==> config.mk <==
export PLATFORM = sky130hd
export DESIGN_NAME = cpu_cycle_sequencer
export DESIGN_NICKNAME = d
export VERILOG_FILES = /design/src/rtl/cpu_cycle_sequencer.sv
export SDC_FILE = /design/constraint.sdc
export NUM_CORES = 1
export LEC_CHECK = 0
export BUFFER_PORTS_ARGS = -buffer_cell sky130_fd_sc_hd__buf_2
export CAP_MARGIN = 20
export CORE_AREA = 2 2 79 81
export DETAILED_ROUTE_END_ITERATION = 7
export DIE_AREA = 0 0 81 83
export GPL_TIMING_DRIVEN = 0
export PLACE_DENSITY = 0.47
export RECOVER_POWER = 50
export SETUP_SLACK_MARGIN = 0.02
export SLEW_MARGIN = 0
export SYNTH_ARGS = -nofsm -noshare
export SYNTH_HDL_FRONTEND = slang
export SYNTH_SLANG_ARGS = --single-unit
export TNS_END_PERCENT = 100
==> constraint.sdc <==
create_clock -name clk -period 4.3 [get_ports clk]
set_clock_uncertainty 0.2 [all_clocks]
set_input_delay 0.43 -clock clk [delete_from_list [all_inputs] [get_ports clk]]
set_output_delay 0.43 -clock clk [all_outputs]
set_load 0.02 [all_outputs]
==> src/rtl/cpu_cycle_sequencer.sv <==
// cpu_cycle_sequencer
//   Instruction-cycle controller for the 16-bit CPU core. It steps each
//   instruction through FETCH -> DECODE -> EXEC -> (MEM) -> (WB) and drives
//   the memory-bus handshake, the IR/PC strobes and the register write enable.
//   A memory request that is not acknowledged within MEM_TIMEOUT cycles parks
//   the core in ERR. A decoded HALT parks it in HALT. Only reset leaves either.
//
// Parameters
//   MEM_TIMEOUT  cycles with mem_req=1 and no mem_ack before a bus error (1..255)
//
// Ports
//   clk          in   rising-edge system clock
//   reset        in   asynchronous, active-low reset
//   run          in   1 = execute, 0 = stop at the next instruction boundary
//   mem_ack      in   memory completes the current request (FETCH/MEM only)
//   dec_mem      in   decoded instruction needs a data-memory access
//   dec_store    in   data access is a write
//   dec_wb       in   decoded instruction writes the register file
//   dec_halt     in   decoded instruction is HALT
//   irq          in   level interrupt request            (CPU_SEQ_IRQ_EN only)
//   irq_ack      out  interrupt taken at this retire     (CPU_SEQ_IRQ_EN only)
//   vec_load     out  load PC from the interrupt vector  (CPU_SEQ_IRQ_EN only)
//   icycle       out  current state encoding
//   mem_req      out  memory request
//   mem_we       out  memory write strobe
//   mem_sel      out  address source: 0 = PC, 1 = data address
//   ir_load      out  load instruction register from the bus
//   pc_inc       out  increment PC
//   reg_we       out  register-file write enable
//   halted       out  core halted
//   bus_err      out  memory timeout occurred
//   instr_count  out  retired-instruction counter (wraps)
//
// Configuration
//   CPU_SEQ_IRQ_EN  adds the interrupt ports and takes irq at retire.
module cpu_cycle_sequencer #(
  parameter int unsigned MEM_TIMEOUT = 15
) (
  input  logic        clk,
  input  logic        reset,
  input  logic        run,
  input  logic        mem_ack,
  input  logic        dec_mem,
  input  logic        dec_store,
  input  logic        dec_wb,
  input  logic        dec_halt,
`ifdef CPU_SEQ_IRQ_EN
  input  logic        irq,
  output logic        irq_ack,
  output logic        vec_load,
`endif
  output logic [2:0]  icycle,
  output logic        mem_req,
  output logic        mem_we,
  output logic        mem_sel,
  output logic        ir_load,
  output logic        pc_inc,
  output logic        reg_we,
  output logic        halted,
  output logic        bus_err,
  output logic [15:0] instr_count
);

  typedef enum logic [2:0] {
    S_IDLE   = 3'd0,
    S_FETCH  = 3'd1,
    S_DECODE = 3'd2,
    S_EXEC   = 3'd3,
    S_MEM    = 3'd4,
    S_WB     = 3'd5,
    S_HALT   = 3'd6,
    S_ERR    = 3'd7
  } state_t;

  localparam logic [7:0] TIMEOUT = 8'(MEM_TIMEOUT);

  state_t      state_q, state_d;
  logic [7:0]  wait_q, wait_d;
  logic [15:0] instr_count_q, instr_count_d;
  logic [7:0]  wait_inc;
  logic        retire;

  assign wait_inc = wait_q + 8'd1;

  always_ff @(posedge clk or negedge reset) begin
    if (!reset) begin
      state_q       <= S_IDLE;
      wait_q        <= '0;
      instr_count_q <= '0;
    end else begin
      state_q       <= state_d;
      wait_q        <= wait_d;
      instr_count_q <= instr_count_d;
    end
  end

  // Outputs decode from state_q (plus mem_ack for the fetch strobes), so
  // they drop as soon as reset forces state_q back to IDLE.
  // wait_d defaults to zero, so the counter is already clear on every entry
  // to FETCH or MEM. It only counts cycles that see no acknowledge.
  always_comb begin
    state_d       = state_q;
    wait_d        = '0;
    instr_count_d = instr_count_q;
    retire        = 1'b0;
    mem_req       = 1'b0;
    mem_we        = 1'b0;
    mem_sel       = 1'b0;
    ir_load       = 1'b0;
    pc_inc        = 1'b0;
    reg_we        = 1'b0;
    halted        = 1'b0;
    bus_err       = 1'b0;
`ifdef CPU_SEQ_IRQ_EN
    irq_ack       = 1'b0;
    vec_load      = 1'b0;
`endif

    unique case (state_q)
      S_IDLE: begin
        if (run) state_d = S_FETCH;
      end
      S_FETCH: begin
        mem_req = 1'b1;
        if (mem_ack) begin
          ir_load = 1'b1;
          pc_inc  = 1'b1;
          state_d = S_DECODE;
        end else begin
          wait_d = wait_inc;
          if (wait_inc == TIMEOUT) state_d = S_ERR;
        end
      end
      S_DECODE: begin
        state_d = dec_halt ? S_HALT : S_EXEC;
      end
      S_EXEC: begin
        if (dec_mem)     state_d = S_MEM;
        else if (dec_wb) state_d = S_WB;
        else             retire  = 1'b1;
      end
      S_MEM: begin
        mem_req = 1'b1;
        mem_sel = 1'b1;
        mem_we  = dec_store;
        if (mem_ack) begin
          if (dec_wb) state_d = S_WB;
          else        retire  = 1'b1;
        end else begin
          wait_d = wait_inc;
          if (wait_inc == TIMEOUT) state_d = S_ERR;
        end
      end
      S_WB: begin
        reg_we = 1'b1;
        retire = 1'b1;
      end
      S_HALT: begin
        halted = 1'b1;
      end
      S_ERR: begin
        bus_err = 1'b1;
      end
      default: state_d = S_IDLE;
    endcase

    // Retiring overrides the per-state next state. This is the only place
    // the counter advances and the only point where an interrupt is taken.
    if (retire) begin
      instr_count_d = instr_count_q + 16'd1;
      state_d       = run ? S_FETCH : S_IDLE;
`ifdef CPU_SEQ_IRQ_EN
      if (run && irq) begin
        irq_ack  = 1'b1;
        vec_load = 1'b1;
      end
`endif
    end
  end

  assign icycle      = state_q;
  assign instr_count = instr_count_q;

endmodule
==> impl_summary.txt, run 1 <==
----------------------------------------------------
[Placement]
  Total half-perimeter wirelength after legalization and detailed placement ... 2352 um
  Final weighted congestion in routability-driven placement ... between 0.7 and 0.8
  Port Buffers ... 34

[Global routing]
  Overflow after GRT ... 0
  Total Routing Usage GR ... approximately 10%
  Vias in the first global route ... approximately 1100
  Pin count of the biggest net entering global routing ... 28
  First-pass GRT wire length ... 5340 um
  Initial antenna violation count ... 0

[STA]
  Maximum achievable frequency ... ~440 MHz
  Setup total negative slack ... 0 ns
  Unrepaired setup endpoints after global routing ... false
  Post-route clock period utilization ... around 53%
  Count of pins over their slew limit ... 0
  Final setup violation count ... 0
  Worst rel slew slack ... 0.4026%
  Number of hold violations in the final report ... 0
  Worst slew pin tran ... approximately 1.5 ns
  Fin crit period ... about 2.3 ns
  Fin Hold WS ... between 0.2 and 0.3 ns

[Pwr]
  Static Leak ... 0.0007864 uW
  Max rail drop VDD ... between 0.2 and 0.3 mV
  PD cells ... ~540 nW/um2

[Routing]
  Total iterations of the first detailed-routing run ... 4
  Total vias in the final route ... 1162
  DR iter-0 viols ... 66
  DRT Wirelength ... around 3200 um
  Routed wire per std cell ... roughly 12 um
  # DRC ... 0
  Drt via density ... 4.486
  Number of routed nets with antenna violations ... 0

[Critical path]
  R2r worst-path depth ... 7
  Type of destination of the critical path ... primary output
  End of the critical path ... pc_inc
  Startpoint of the most critical setup path ... icycle[0]$_DFFE_PN0P_
  Worst R2R End ... icycle[0]$_DFFE_PN0P_
  Crit-path max FO ... 10
  CP max stage delay ... 0.44 ns
  Setup slack, reg-to-reg ... 2.16 ns
  Reg-to-reg critical path startpoint ... wait_q[0]$_DFF_PN0_
  Critical path launch point type ... flop
  Slowest cell on the critical path ... dfrtp_1
  Data required, critical path ... around 3.7 ns
  CP Cell Sequence ... clkbuf_1, nand2_1, nor3_1, buf_4, buf_2
  Critical path start-end classification ... flop to primary output
  Worst EP arrival ... 1.65 ns

[Logic synthesis]
  Adder-cell area share of the yosys netlist ... 2.604%
  Post-Synthesis Cells ... roughly 150
  Simple logic cell fraction of the synthesized area ... 24.65%
  Synthesized area ... approximately 1400 um2
  Syn Nets ... 156
  Avg Inst Size Synth ... 9.941 um2
  Mux contribution to synthesized area ... less than 1%
  Main combinational cell family by area after synthesis ... simple AND/OR/NAND/NOR gates
  Xor/xnor share of the synthesized area ... 13.37%
  Post-synthesis compound-gate area fraction ... between 8 and 9%
  Total of flip-flops plus latches after synthesis ... 27
  Sequential-to-total area share from yosys stat ... a little under half
  Count of yosys warnings during synthesis ... 0
  Synth unique cells ... 38

[Clock network]
  TritonCTS Sinks ... 27
  Max H-tree Level ... 1
  Worst-path clk slew ... around 0.09 ns
  Clock tree from TritonCTS ... done
  Resize count post-CTS ... 0
  Maximum root-to-sink buffer count ... 2
  CTS root buffer ... clkbuf_8
  Insertion delay of the later-clocked pin in the worst-skew pair ... approximately 0.27 ns
  Number of buffers created by CTS ... 3

[Floorplan]
  Core region area ... 5816 um2
  Area of the die ... between 6000 and 7000 um2
  Starting density of the core ... between 20% and 30%
  Die extent in x ... slightly above 80 um
  Die extent in y ... between 80 and 90 um
  Num rows ... 28
  Ports placed on the boundary ... 35

[Worst hold path]
  Worst hold-check path type ... flop to flop

[Layout]
  Fraction of layout instances using a drive strength above 1 ... between 15 and 20%
  Diodes inserted ... 0
  # fillers ... 669
  Relative area change from synthesis to final layout ... 20.92%
  Final-stage net count ... ~200

[Outcome]
  Outcome ... finished, final reports clean

[Run]
  Number of max-cap violations ... 0

----------------------------------------------------
-- cell families (layout without fill, tap and decap cells) --
kind of cell | Yosys count | in the layout
compound gates | 15 | 15
fa+ha+maj | 3 | 3
simple gates | 66 | 66
mux | 1 | 1
flops | 27 | 27
xor+xnor | 22 | 22
buf+inv | 11 | 50
-- flip-flops by register name (all words and copies together) (netlist names) --
| signal | cells |
|---|---|
| instr_count | 16 |
| icycle | 3 |
| wait_q | 8 |
-- worst max-delay path: cells and delay by family, from the launching register on --
kind	cells	cell delay, ns
flip-flops	1	0.44
buffers and inverters	3	0.65
AND/OR/NAND/NOR	2	0.30
-- metrics by stage --
stage          area, um2  power, uW  instances  utilization (%)  setup slack (ns)
4_1_cts             1760      958.6        259            30.27             2.000
5_1_grt             1743       1015        259            29.97             1.814
3_3_place_gp        1705      808.7        254            29.32             2.128
3_5_place_dp        1705      807.8        254            29.32             2.143
6_report            1743      935.2        259            29.97             2.021
2_1_floorplan       1441      668.9        145                -             2.054
-- cell usage after synthesis --
library cell,n,area share [%]
o21ba_2,2,1.4
inv_1,5,1.3
a21oi_1,1,0.35
mux2_2,1,0.78
a211oi_2,1,0.87
nor3_1,5,1.7
o311a_2,1,0.78
buf_2,1,0.35
nand4_1,6,2.6
o21ai_0,1,0.35
o21a_1,1,0.52
nor2_1,12,3.1
ha_1,3,2.6
a21o_1,1,0.52
xnor2_1,15,9.1
nor4b_1,1,0.61
buf_4,2,1.0
and3_1,6,2.6
o21bai_1,1,0.52
and2b_1,1,0.52
nand4b_1,1,0.61
o31ai_1,1,0.52
nand2b_1,2,0.87
dfrtp_1,27,47
and2_1,4,1.7
and3_2,1,0.52
and4_1,1,0.61
o22a_1,1,0.61
or3_1,1,0.43
nor2b_1,4,1.7
o22ai_1,1,0.43
nor4_1,2,0.87
nand2_1,6,1.6
nand3_1,13,4.5
clkbuf_1,3,0.78
o21ai_1,1,0.35
xor2_1,7,4.3
a22oi_1,2,1.0
-- cell usage in the layout (no fill, tap or decap), types with 4 or more instances in the layout --
cell type / instances
dfrtp_1: 27
nand2_1: 6
and3_1: 6
xor2_1: 7
nor2b_1: 4
xnor2_1: 15
nor2_1: 12
clkbuf_1: 18
nor3_1: 5
nand3_1: 13
buf_2: 21
inv_1: 5
nand4_1: 6
and2_1: 4
-- power by group --
part,total (uW),switching (uW),internal (uW)
registers,353,55.2,298
clock network,144,77.3,66.3
logic,438,271,167
-- area by class of cell --
cell class	count	area [um2]	area share, %
Buffer	6	31.28	1.795
Clock buffer	4	45.04	2.584
Inverter	5	18.77	1.077
Multi-Input combinational cell	107	715.7	41.06
Sequential cell	27	675.6	38.77
Tap cell	75	93.84	5.384
Timing Repair Buffer	35	162.7	9.332
-- per-layer routing --
| metal | part of all wire [%] | GRT usage [%] | vias to the layer above |
|---|---|---|---|
| met5 | 0 | 0 | - |
| met4 | 0.50 | 1.849 | 0 |
| met3 | 3.7 | 2.391 | 2 |
| met2 | 49 | 15.25 | 17 |
| met1 | 47 | 14.33 | 559 |
| li1 | - | - | 584 |
-- worst min path at each step --
stage / end / slack (ns) / start / cells after the start
after floorplan: icycle[0]$_DFFE_PN0P_ / -0.07 / reset / 0
after global placement: instr_count[15]$_DFFE_PN0P_ / 0.26 / instr_count[15]$_DFFE_PN0P_ / 1
after detailed placement: instr_count[15]$_DFFE_PN0P_ / 0.26 / instr_count[15]$_DFFE_PN0P_ / 1
after CTS: instr_count[15]$_DFFE_PN0P_ / 0.28 / instr_count[15]$_DFFE_PN0P_ / 1
after global routing: instr_count[9]$_DFFE_PN0P_ / 0.32 / instr_count[9]$_DFFE_PN0P_ / 1
final: instr_count[15]$_DFFE_PN0P_ / 0.28 / instr_count[15]$_DFFE_PN0P_ / 1
-- repair_timing --
action	4_1_cts	5_1_grt
buffers inserted	0	0
hold endpoints to repair	27	0
hold buffers	1	0
Power figures use the tool's default switching activity.
==> run 2: changes to the inputs <==
Settings changed: PLACE_DENSITY 0.47 to 0.48.
Clock period 4.3 ns to 2 ns, I/O delays scaled along.
==> run 2 against run 1 <==
Effect of this change: via count is 4.6% higher; global-route usage increased by 0.40 points; die area unchanged; sequential power up 120%; critical path type is now flop to flop; critical endpoint is now instr_count[6]$_DFFE_PN0P_; largest cell class unchanged.
==> impl_summary.txt, run 2 (synthesized netlist as in run 1, its figures left out) <==
----------------------------------------------------
[Routing]
  Total vias in the final route ... ~1200
  Number of routed nets with antenna violations ... 0
  Total iterations of the first detailed-routing run ... 4
  Routed wire per std cell ... 12.79 um
  Drt via density ... between 4 and 5
  # DRC ... 0
  DR iter-0 viols ... 37
  DRT Wirelength ... around 3400 um

[Run]
  Number of max-cap violations ... 0

[STA]
  Count of pins over their slew limit ... 0
  Final setup violation count ... 0
  Post-route clock period utilization ... a little over nine tenths
  Number of hold violations in the final report ... 0
  Unrepaired setup endpoints after global routing ... true
  Maximum achievable frequency ... about 520 MHz
  Fin crit period ... approximately 1.9 ns
  Worst rel slew slack ... 52.36%
  Worst slew pin tran ... roughly 0.7 ns
  Setup total negative slack ... 0 ns
  Final WS setup ... around 0.075 ns

[Clock network]
  TritonCTS Sinks ... 27
  Max H-tree Level ... 1
  Maximum root-to-sink buffer count ... 2
  Clock tree from TritonCTS ... done
  Insertion delay of the later-clocked pin in the worst-skew pair ... approximately 0.27 ns
  Worst-path clk slew ... 0.10 ns
  CTS root buffer ... clkbuf_8
  Number of buffers created by CTS ... 3

[Layout]
  Diodes inserted ... 0
  Most common library cell in the layout ignoring fill and taps ... buf_2
  Final-stage net count ... roughly 200
  Fraction of layout instances using a drive strength above 1 ... 32.11%
  Most frequent cells in the layout ... 25 x buf_2, 22 x dfrtp_1, 15 x xnor2_1
  Relative area change from synthesis to final layout ... 30.99%
  Flip-flop count of the largest register, all copies and words added ... 16

[Pwr]
  Max rail drop VDD ... between 0.7 and 0.8 mV
  PD cells ... between 1000 and 1500 nW/um2
  Static Leak ... approximately 0.00084 uW

[Placement]
  Final weighted congestion in routability-driven placement ... ~0.71
  Port Buffers ... 34
  Total half-perimeter wirelength after legalization and detailed placement ... 2327 um
  Pre-CTS setup slack ... -0.2304 ns

[Floorplan]
  Num rows ... 28
  Die extent in x ... 81 um
  Starting density of the core ... roughly 25%
  Ports placed on the boundary ... 35
  Area of the die ... slightly below 7000 um2
  Die extent in y ... between 80 and 90 um
  Core region area ... between 5000 and 6000 um2

[Critical path]
  Worst EP arrival ... 1.90 ns
  Setup slack, reg-to-reg ... between 0.07 and 0.08 ns
  Crit-path max FO ... 6
  Critical path start-end classification ... flop to flop
  Type of destination of the critical path ... flop
  Critical path launch point type ... flop
  Data required, critical path ... 1.97 ns

[Global routing]
  Total Routing Usage GR ... about 10%
  Pin count of the biggest net entering global routing ... 28
  Vias in the first global route ... ~1200
  Overflow after GRT ... 0
  First-pass GRT wire length ... approximately 5700 um
  Initial antenna violation count ... 0

[Outcome]
  Outcome ... finished, final reports clean

[Worst hold path]
  Worst hold-check path type ... input port to flop

----------------------------------------------------
## run 2: changes by cell type in the layout (fill, tap and decap cells not counted), sizes merged
cell    before  now
buf         23   32
clkinv       0    1
clkbuf      21   17
## run 2: worst max-delay path, cell delays in order (launching register included)
cell,delay [ns]
dfrtp_2,0.46
nand2b_4,0.15
a21o_1,0.19
a211oi_4,0.30
buf_4,0.17
buf_6,0.11
nand4_1,0.11
xnor2_1,0.14
## run 2: cell type report
| class | count | area [um2] |
|---|---|---|
| clock inverters | 1 | 5.005 |
| flip-flops and latches | 27 | 681.9 |
| fillers | 650 | 3928 |
| repair buffers | 41 | 210.2 |
| well taps | 75 | 93.84 |
| plain buffers | 6 | 37.54 |
| multi-input cells | 107 | 799.5 |
| inverters | 5 | 18.77 |
| clock buffers | 3 | 41.29 |
## run 2: what timing repair did
item	CTS	global route
setup endpoints to repair	4	13
resized for setup	5	18
hold endpoints to repair	27	0
setup buffers	0	5
gates cloned	0	1
pin swaps	0	4
hold buffers	1	0
## run 2: path summary, 6_finish.rpt
check                                             from                     endpoint  cells past startpoint
setup / recovery                 icycle[1]$_DFFE_PN0P_   instr_count[6]$_DFFE_PN0P_                      7
hold / removal                                     run        icycle[0]$_DFFE_PN0P_                      3
setup reg to reg                 icycle[1]$_DFFE_PN0P_   instr_count[6]$_DFFE_PN0P_                      7
hold reg to reg            instr_count[15]$_DFFE_PN0P_  instr_count[15]$_DFFE_PN0P_                      1
max in group asynchronous                        reset          wait_q[1]$_DFF_PN0_                      2
min in group asynchronous                        reset        icycle[1]$_DFFE_PN0P_                      2
## run 2: through the flow
| step | instances | utilization (%) | hold WS [ns] | area, um2 | power (uW) |
|---|---|---|---|---|---|
| after detailed placement | 254 | 29.41 | 0.06252 | 1710 | 1739 |
| final | 265 | 32.47 | 0.1487 | 1888 | 2151 |
| after global placement | 254 | 29.41 | 0.05818 | 1710 | 1734 |
| after floorplan | 145 | - | -0.2956 | 1446 | 1444 |
| after global routing | 265 | 32.47 | 0.1406 | 1888 | 2314 |
| after CTS | 259 | 30.79 | 0.1439 | 1790 | 2073 |
## run 2: per-layer routing
layer	routed length, um	vias to the layer above	track usage, %
li1	-	597	-
met1	1614	598	14.20
met2	1648	19	16.75
met3	111	2	2.717
met4	13	0	1.387
met5	0	-	0
## run 2: power by group
part	switching, uW	internal (uW)
Clock	174	140
Sequential	123	649
Combinational	628	437
Total	926	1230
==> run 3: changes to the inputs <==
Settings changed: CORE_AREA 2 2 79 81 to 4 4 81 83, DIE_AREA 0 0 81 83 to 0 0 85 87.
==> run 3 against run 2 <==
Effect of this change: clock power fell by 1%; critical path depth did not move; flip-flop and latch count unchanged; final area decreased by 1.3%; sequential power decreased by 0.6%; final cell count decreased by 0.38%; combinational power barely moved; core utilization shrank 0.62 points; fmax increased by 0.52%; global-route usage shrank 1.1 points; critical endpoint is now instr_count[13]$_DFFE_PN0P_; highest routed layer unchanged.
==> impl_summary.txt, run 3 (synthesized netlist as in run 1, its figures left out) <==
----------------------------------------------------
[Routing]
  Drt via density ... about 4.4
  DR iter-0 viols ... 69
  Routed wire per std cell ... 12.53 um
  Total vias in the final route ... ~1200
  Number of routed nets with antenna violations ... 0
  DRT met1 WL ... between 1500 and 2000 um
  Met3 wire len ... 125 um
  DRT Wirelength ... ~3300 um
  Highest layer used for signal routing ... met4
  Total iterations of the first detailed-routing run ... 4
  # DRC ... 0
  Detail Route met2 WL ... between 1500 and 2000 um

[Global routing]
  First-pass GRT wire length ... 5526 um
  Overflow after GRT ... 0
  Initial antenna violation count ... 0
  Pin count of the biggest net entering global routing ... 28
  Vias in the first global route ... 1161
  Total Routing Usage GR ... a little under a tenth

[Clock network]
  Max H-tree Level ... 1
  Number of buffers created by CTS ... 3
  Insertion delay of the later-clocked pin in the worst-skew pair ... 0.27 ns
  Clock tree from TritonCTS ... done
  Maximum root-to-sink buffer count ... 2
  CTS root buffer ... clkbuf_8
  TritonCTS Sinks ... 27
  Worst-path clk slew ... ~0.09 ns

[Layout]
  Most common library cell in the layout ignoring fill and taps ... dfrtp_1
  Most frequent cells in the layout ... 24 x dfrtp_1, 23 x buf_2, 15 x xnor2_1
  Final standard cell count with taps included and fillers excluded ... 264
  Fraction of layout instances using a drive strength above 1 ... between 20% and 30%
  Flip-flop count of the largest register, all copies and words added ... 16
  Sequential cell area ... 679.4 um2
  Final-stage net count ... roughly 200
  # fillers ... approximately 610
  Relative area change from synthesis to final layout ... 29.25%
  Multi-input combinational cell area ... 787.0 um2
  Diodes inserted ... 0

[Critical path]
  Type of destination of the critical path ... flop
  Worst EP arrival ... between 1.5 and 2 ns
  CP max stage delay ... about 0.45 ns
  Crit-path max FO ... 5
  Slowest cell on the critical path ... dfrtp_2
  Critical path launch point type ... flop
  Data required, critical path ... between 1.5 and 2 ns
  Critical path start-end classification ... flop to flop
  CP Cell Sequence ... nand2b_4, a21o_1, a211oi_4, buf_4, buf_6, nand4_1, xnor2_1

[Pwr]
  Post-layout total power ... 2141 uW
  Static Leak ... ~0.00083 uW
  Max rail drop VDD ... about 0.7 mV
  PD cells ... roughly 1100 nW/um2

[STA]
  Number of hold violations in the final report ... 0
  Final setup violation count ... 0
  Count of pins over their slew limit ... 0
  Unrepaired setup endpoints after global routing ... true
  Fin crit period ... about 1.9 ns
  Worst rel slew slack ... between 50% and 60%
  Final WS setup ... between 0.08 and 0.09 ns
  Maximum achievable frequency ... roughly 520 MHz
  Post-route clock period utilization ... a little over nine tenths
  Worst slew pin tran ... 0.6736 ns

[Floorplan]
  Starting density of the core ... between 20 and 25%
  Area of the die ... roughly 7400 um2
  Die extent in y ... roughly 87 um
  Ports placed on the boundary ... 35
  Die extent in x ... between 80 and 90 um
  Num rows ... 28
  Core region area ... between 5000 and 6000 um2

[Placement]
  Port Buffers ... 34
  Final weighted congestion in routability-driven placement ... 0.7390
  Pre-CTS setup slack ... -0.1730 ns
  Count of placed standard cells including taps ... between 200 and 300
  Total half-perimeter wirelength after legalization and detailed placement ... around 2400 um

[Outcome]
  Outcome ... finished, final reports clean

[Worst hold path]
  Worst hold-check path type ... input port to flop

[Run]
  Number of max-cap violations ... 0

----------------------------------------------------
run 3: through the flow:
stage,util (%),TNS [ns],hold WS [ns],cell area (um2)
after global placement,29.23,-0.3724,0.06433,1710
final,31.84,0,0.1378,1863
after detailed placement,29.23,-0.3273,0.05965,1710
after global routing,31.84,-0.05291,0.1377,1863
after floorplan,-,0,-0.2956,1446
after CTS,30.45,0,0.1370,1782
run 3: what timing repair did:
item / CTS / global route
buffers inserted: 0 / 4
resized for setup: 4 / 14
endpoints found under the hold margin: 27 / 0
hold buffers: 1 / 0
cloned: 0 / 1
endpoints found under the setup margin: 4 / 14
pin swaps: 0 / 3
run 3: where the power goes:
part           switching [uW]  internal [uW]  leakage [uW]
Clock                     171            140     0.0000255
Sequential                120            647      0.000358
Combinational             632            431      0.000449
run 3: routing by layer:
layer	global-route usage (%)	up-vias
li1	-	592
met1	12.96	551
met2	14.27	19
met3	2.554	2
met4	1.871	0
met5	0	-
run 3: critical path, delay by kind of cell (launching register included):
kind                      cells  cell delay [ns]
AOI/OAI and AO/OA             2             0.48
xor gates and xnor gates      1             0.15
buffers and inverters         2             0.27
DFF                           1             0.45
and+or+nand+nor               2             0.27
run 3: final cells by class:
type                            count  area share [%]
Buffer                              6           2.015
Clock buffer                        3           2.216
Clock inverter                      1          0.2686
Inverter                            5           1.007
Multi-Input combinational cell    107           42.24
Sequential cell                    27           36.47
Tap cell                           75           5.037
Timing Repair Buffer               40           10.75
run 3: path summary, 6_finish.rpt:
check | end | from | cells after the start | slack [ns]
setup / recovery | instr_count[13]$_DFFE_PN0P_ | icycle[1]$_DFFE_PN0P_ | 7 | 0.08
hold / removal | icycle[0]$_DFFE_PN0P_ | run | 3 | 0.14
setup reg to reg | instr_count[13]$_DFFE_PN0P_ | icycle[1]$_DFFE_PN0P_ | 7 | 0.08
hold reg to reg | instr_count[15]$_DFFE_PN0P_ | instr_count[15]$_DFFE_PN0P_ | 1 | 0.27
max in group asynchronous | icycle[2]$_DFFE_PN0P_ | reset | 2 | 0.83
min in group asynchronous | icycle[1]$_DFFE_PN0P_ | reset | 2 | 0.29
